==> src/rtl/seven_segment_scanner.sv <==
// seven_segment_scanner
// Time-multiplexed scan controller for a four-digit seven-segment display.
// It steps the nibble-multiplexer select, decodes the returned nibble to hex
// segments, and drives active-low anodes, decimal point and a frame strobe.
//
// Optional feature macro: SCAN_BLANKING_EN
//   Defined:   each digit slot begins with BLANK_CYCLES cycles of all anodes
//              off, which suppresses ghosting while the segment lines settle.
//   Undefined: anodes switch straight from one digit to the next; BLANK_CYCLES
//              only takes part in sizing the prescaler.
//
// Parameters:
//   REFRESH_DIVIDE  clock cycles per digit slot (must exceed BLANK_CYCLES)
//   BLANK_CYCLES    leading all-off cycles per slot (>= 1)
// Ports:
//   clock      in   system clock, rising edge
//   reset      in   synchronous active-high reset
//   enable     in   1: digits lit, 0: anodes off (scan keeps running)
//   nibbleIn   in   [3:0] nibble chosen by the multiplexer for selector
//   dpMask     in   [3:0] decimal point requests, bit 3 = leftmost digit
//   selector   out  [1:0] multiplexer select, 2'b11 = leftmost digit
//   anodes     out  [3:0] active-low digit enables, bit 3 = leftmost digit
//   segments   out  [6:0] {g,f,e,d,c,b,a}, active-low
//   dp         out  decimal point, active-low
//   frameDone  out  one-cycle pulse once all four digits have been shown
module seven_segment_scanner #(
    parameter int unsigned REFRESH_DIVIDE = 100000,
    parameter int unsigned BLANK_CYCLES   = 1000
) (
    input  logic       clock,
    input  logic       reset,
    input  logic       enable,
    input  logic [3:0] nibbleIn,
    input  logic [3:0] dpMask,
    output logic [1:0] selector,
    output logic [3:0] anodes,
    output logic [6:0] segments,
    output logic       dp,
    output logic       frameDone
);

    // The prescaler is wide enough for the slot and for the blanking compare.
    localparam int unsigned CNT_SPAN = (REFRESH_DIVIDE > BLANK_CYCLES) ?
                                       REFRESH_DIVIDE : (BLANK_CYCLES + 32'd1);
    localparam int unsigned CNT_W    = (CNT_SPAN > 32'd2) ? $clog2(CNT_SPAN) : 1;
    localparam logic [CNT_W-1:0] CNT_LAST = CNT_W'(REFRESH_DIVIDE - 32'd1);

    typedef enum logic {
        ST_BLANK = 1'b0,
        ST_SHOW  = 1'b1
    } state_t;

    // Hex digit to active-low {g,f,e,d,c,b,a}.
    function automatic logic [6:0] seg_decode(input logic [3:0] nib);
        logic [6:0] seg;
        case (nib)
            4'h0:    seg = 7'h40;
            4'h1:    seg = 7'h79;
            4'h2:    seg = 7'h24;
            4'h3:    seg = 7'h30;
            4'h4:    seg = 7'h19;
            4'h5:    seg = 7'h12;
            4'h6:    seg = 7'h02;
            4'h7:    seg = 7'h78;
            4'h8:    seg = 7'h00;
            4'h9:    seg = 7'h10;
            4'hA:    seg = 7'h08;
            4'hB:    seg = 7'h03;
            4'hC:    seg = 7'h46;
            4'hD:    seg = 7'h21;
            4'hE:    seg = 7'h06;
            4'hF:    seg = 7'h0E;
            default: seg = 7'h7F;
        endcase
        return seg;
    endfunction

    logic [CNT_W-1:0] count_r;
    logic             slot_end_s;
    logic [1:0]       selector_r;
    logic             frame_done_r;
    logic [3:0]       anodes_r;
    logic [6:0]       segments_r;
    logic             dp_r;
    logic [3:0]       digit_mask_s;
    logic [3:0]       anodes_next_s;
    state_t           state_s;

    assign slot_end_s = (count_r == CNT_LAST);

    // Prescaler: counts through one digit slot and wraps.
    always_ff @(posedge clock) begin
        if (reset) begin
            count_r <= '0;
        end else if (slot_end_s) begin
            count_r <= '0;
        end else begin
            count_r <= count_r + CNT_W'(1);
        end
    end

    // Digit select walks 11 -> 10 -> 01 -> 00 -> 11; the 00 -> 11 step marks a frame.
    always_ff @(posedge clock) begin
        if (reset) begin
            selector_r   <= 2'b11;
            frame_done_r <= 1'b0;
        end else begin
            frame_done_r <= slot_end_s && (selector_r == 2'b00);
            if (slot_end_s) begin
                selector_r <= selector_r - 2'd1;
            end else begin
                selector_r <= selector_r;
            end
        end
    end

`ifdef SCAN_BLANKING_EN
    localparam logic [CNT_W-1:0] BLANK_LAST = CNT_W'(BLANK_CYCLES - 32'd1);

    state_t state_r;
    state_t state_next_s;

    // Blank/show state register.
    always_ff @(posedge clock) begin
        if (reset) begin
            state_r <= ST_BLANK;
        end else begin
            state_r <= state_next_s;
        end
    end

    // BLANK covers counts 0..BLANK_CYCLES-1; SHOW runs to the end of the slot.
    always_comb begin
        state_next_s = state_r;
        case (state_r)
            ST_BLANK: begin
                if (count_r == BLANK_LAST) begin
                    state_next_s = ST_SHOW;
                end else begin
                    state_next_s = ST_BLANK;
                end
            end
            ST_SHOW: begin
                if (slot_end_s) begin
                    state_next_s = ST_BLANK;
                end else begin
                    state_next_s = ST_SHOW;
                end
            end
            default: state_next_s = ST_BLANK;
        endcase
    end

    assign state_s = state_r;
`else
    assign state_s = ST_SHOW;
`endif

    // One-hot-low anode pattern for the digit currently selected.
    always_comb begin
        digit_mask_s = 4'b1111;
        case (selector_r)
            2'b11:   digit_mask_s = 4'b0111;
            2'b10:   digit_mask_s = 4'b1011;
            2'b01:   digit_mask_s = 4'b1101;
            2'b00:   digit_mask_s = 4'b1110;
            default: digit_mask_s = 4'b1111;
        endcase
    end

    // Light the digit only while showing and enabled.
    always_comb begin
        anodes_next_s = 4'b1111;
        if ((state_s == ST_SHOW) && enable) begin
            anodes_next_s = digit_mask_s;
        end else begin
            anodes_next_s = 4'b1111;
        end
    end

    // Display outputs are registered together so anodes and segments move on the same edge.
    always_ff @(posedge clock) begin
        if (reset) begin
            anodes_r   <= 4'b1111;
            segments_r <= 7'h7F;
            dp_r       <= 1'b1;
        end else begin
            anodes_r   <= anodes_next_s;
            segments_r <= seg_decode(nibbleIn);
            dp_r       <= ~dpMask[selector_r];
        end
    end

    assign selector  = selector_r;
    assign frameDone = frame_done_r;
    assign anodes    = anodes_r;
    assign segments  = segments_r;
    assign dp        = dp_r;

endmodule

==> config.mk <==
export PLATFORM = sky130hd
export DESIGN_NAME = seven_segment_scanner
export DESIGN_NICKNAME = d
export VERILOG_FILES = /design/src/rtl/seven_segment_scanner.sv
export SDC_FILE = /design/constraint.sdc
export NUM_CORES = 1
export LEC_CHECK = 0
export CORE_UTILIZATION = 55
export DETAILED_ROUTE_END_ITERATION = 12
export MAX_ROUTING_LAYER = met4
export PLACE_DENSITY = 0.82
export SLEW_MARGIN = 20
export SYNTH_ARGS = -nofsm -noshare
export SYNTH_HDL_FRONTEND = slang
export SYNTH_SLANG_ARGS = --single-unit
==> constraint.sdc <==
create_clock -name clock -period 4.7 [get_ports clock]
set_input_delay 1.175 -clock clock [delete_from_list [all_inputs] [get_ports clock]]
set_output_delay 1.175 -clock clock [all_outputs]
set_load 0.01 [all_outputs]
# Yosys cells after proc, flatten, opt, wreduce, memory -nomap -nowiden
# Memories as Yosys holds them, arrays and structs flattened. A register that Yosys moved wholly into a read port is not among the register bits.
# Cells that the tools add are included.
totals:
  reg_bits: 25
  mem_bits_ro: 112
  in_bits: 11
  elab_cells: 22
  mem_count: 1
classes:
  add_sub_neg: 2
  order_cmp: 1
  n_eq_ne: 4
  muxes: 3
  n_bitwise: 2
  n_reduce_logical: 4
mem_list:
  columns: ["memory", "depth", "word_bits", "read_ports", "rd_clocked_by_memory_dff", "write_ports", "line_no", "text"]
  rows:
  - ["(name not given)", 16, 7, 1, 1, 0, "56", "case (nib)"]
op_table:
  columns: ["cell", "n"]
  rows:
  - ["$add A17 B1 Y17 const B", 1]
  - ["$eq A17 B17 Y1 const B", 1]
  - ["$pmux W4 S4", 1]
  - ["$eq A2 B2 Y1 const B", 2]
  - ["$reduce_or A2 Y1", 2]
  - ["$lt A2 B3 Y1 const B", 1]
  - ["$bmux W1 S2", 1]
  - ["$eq A2 B1 Y1 const B", 1]
  - ["$logic_not A2 Y1", 1]
  - ["$not A1 Y1", 2]
  - ["$sub A2 B1 Y2 const B", 1]
  - ["$logic_and A1 B1 Y1", 1]
  - ["$mux W1", 1]

# Longest topological paths before layout
depth:
  word_depth: 3
  depth_mapped: 7

# Worst setup path after synthesis
# No wires, ideal clock.
synth_path:
  path_kind: "in2reg"
  startpoint: "input nibbleIn[0]"
  endpoint: "register segments_r[3], in the netlist segments[3]"
  setup_time_ps: 123
  arrival_ps: 2229
  t_required_ps: 4577
  path_slack_ps: 2348
  path_stages: 5
  cell_sequence: "inv_1 -> ha_1 -> inv_1 -> mux4_2 -> or2_2"
synth_rtl:
  columns: ["element", "line_no", "text"]
  rows:
  - ["from (decl)", "33", "input logic [3:0] nibbleIn,"]
  - ["to (decl)", "83", "logic [6:0] segments_r;"]

==> metrics.yaml <==
crit_family: "buffers and inverters"
rr_startpoint: "count_r[0]$_SDFF_PP0_"
power_leakage_uw: 0.000739
critPathSlowestCell: "clkdlybuf4s50_1"
start_kind: "input port"
start_util_pct: 60.0
postSynthCellCount: 157
cp_cell_sequence: "clkdlybuf4s50_1, inv_1, ha_1, inv_1, mux4_2, or2_2"
endpoint_kind: "register"
syn_area_per_cell_um2: 9.81
clk_latency_ns: 0.33
drt_first_pass_iters: 6
synth.most_common_cell: "dfxtp_1"
fmax_mhz: 366
status: "finished, final reports clean"
place_ws_ns: 1.63
h-tree-depth: 2
ant_nets: 0
grt.overflow.total: 0
grt_pass1_wl_um: 4620
slew_viol_final: 0
synth.yosys.seq_area_share_pct: 41.6
synth_top_cell_area_share_pct: 41.6
finalSetupTns_ns: 0
tightest_slew_ns: 0.628
drt_iter0_markers: 12
root_buffer: "clkbuf_4"
n_antenna_cell: 0
vdd_drop_max_mv: 0.226
cts.path.max_buffers: 2
ctsResizeCount: 0
coreArea_mm2: 0.00257
fin_crit_ns: 2.73
syn-num-nets: 180
maxCapViolCount: 0
drc: 0
utilization_pct: 71.9
timing.hold.ws_ns: 0.512
grt_max_degree: 18
place_congestion: 0.803
synth_area_leaders: "dfxtp_1 42%, ha_1 9.7%, xnor2_1 6.8%, nor2_1 5.8%, mux4_2 2.9%"
slowest_delay_ns: 0.59
crit_required_ns: 4.92
setup_slack_ns: 1.97
cts_sinks: 32
cts_setup_buffers: 0
synth_warnings: 0
rsz0062_at_grt: "no"
finalHoldViolCount: 0
syn_area_mm2: 0.00154
r2r_end: "count_r[14]$_SDFF_PP0_"
place_area_mm2: 0.00178
yosys-top-cells-count: "32 x dfxtp_1, 24 x nor2_1, 12 x ha_1, 12 x xnor2_1, 11 x nand2_1"
synth_top_area_cell: "dfxtp_1"
critical_path_class: "input port to register"
hp-start: "count_r[0]$_SDFF_PP0_"
worstPathMaxFanout: 6
hold_buffers: 0
vias: 1189
finalNetCount: 206
ios: 26
powerDensity_mw_per_mm2: 271
synth_ff_type: "dfxtp_1"
post-dp-hpwl_um: 2250
post-route-period-util_pct: 58.2
r2r_cells: 5
dieArea_mm2: 0.00302
antenna_found_initial: 0
setup_viol: 0
grt_pass1_vias: 1085
die_y_um: 54.9
wirelength_um: 2970
cts_tree: "yes"
ys_async_sr_fraction_pct: 0
ys_ff_latch: 32
synth_edf_count: 0
clock_skew_ns: 0.00335
cp_common_cell: "inv_1"
die_x_um: 54.9
wire_per_inst_um: 13.9
crit_buf_inv: 3
rows: 18
fin_area_mm2: 0.00185
worstPathArrival_ns: 2.96
rrSetupSlack_ns: 2.78
synth_cell_types: 31
hold_end: "count_r[0]$_SDFF_PP0_"
io_buffers: 25
hold_path_depth: 1
slew_headroom_pct: 58.2
hp-class: "register to register"
synthToLayoutAreaGrowth_pct: 19.8
final_layout_size_suffix_gt1_share_pct: 10.9
cts_made_buffers: 5
clk_pin_slew_ns: 0.09
viasPerCell: 5.56
grt.total_usage_pct: 22.8
## registers in the layout, indices dropped and copies added (netlist names)
signal and cells:
anodes 4, dp 1, selector 2, segments 7, count_r 17, frameDone 1
## routing by layer
layer | wire (um) | global-route usage, %
met1 | 1240 | 22.3
met2 | 1580 | 40.2
met3 | 100 | 8.20
met4 | 53 | 10.4
met5 | 0 | -
## per-stage QoR
stage	std cells	power, uW
final	214	499
after global routing	214	518
after CTS	214	505
after detailed placement	206	344
after global placement	206	342
after floorplan	157	319
## cell families (layout without fill, tap and decap cells)
group	count (synthesis)	after routing	share of synthesized area [%]
DFF	32	32	41.6
muxes	8	8	6.99
buffers and inverters	13	40	4.55
AOI/OAI and AO/OA	6	6	3.17
xor gates and xnor gates	16	16	9.10
adders and majority gates	12	12	9.75
and+or+nand+nor	70	70	24.9
## cells in the final DEF, fill, tap and decap left out, types with 3 or more instances in the layout
| master | Yosys | layout |
|---|---|---|
| dfxtp_1 | 32 | 32 |
| clkdlybuf4s50_1 | 0 | 25 |
| nor2_1 | 24 | 24 |
| xnor2_1 | 12 | 12 |
| ha_1 | 12 | 12 |
| nand2_1 | 11 | 11 |
| inv_1 | 7 | 7 |
| nand3_1 | 7 | 7 |
| nor4_1 | 5 | 5 |
| clkbuf_4 | 0 | 5 |
| nand4_1 | 4 | 4 |
| xor2_1 | 4 | 4 |
| mux2i_1 | 4 | 4 |
| nand2b_1 | 3 | 3 |
| nor3_1 | 3 | 3 |
## cell type report
type	count	area, um2
multi-input combinational	112	830
fill	204	722
sequential	32	641
timing repair buffer	25	250
clock buffer	6	51.3
tap	30	37.5
inverter	7	26.3
clock inverter	2	10.0
## power breakdown
part | switching, uW | internal, uW | total [uW]
sequential | 5.04 | 279 | 284
combinational | 24.2 | 29.9 | 54.2
clock | 89.9 | 71.1 | 161
## how the worst max path moves through the flow
stage,from,to,slack [ns],cells after the start
global placement,nibbleIn[0],segments[3]$_SDFF_PP1_,1.71,6
global route,nibbleIn[0],segments[3]$_SDFF_PP1_,1.93,6
floorplan,nibbleIn[0],segments[3]$_SDFF_PP1_,2.35,5
detailed placement,nibbleIn[0],segments[3]$_SDFF_PP1_,1.63,6
finish,nibbleIn[0],segments[3]$_SDFF_PP1_,1.97,6
CTS,nibbleIn[0],segments[3]$_SDFF_PP1_,1.98,6
Note: power is estimated with default switching activity, not from simulation.
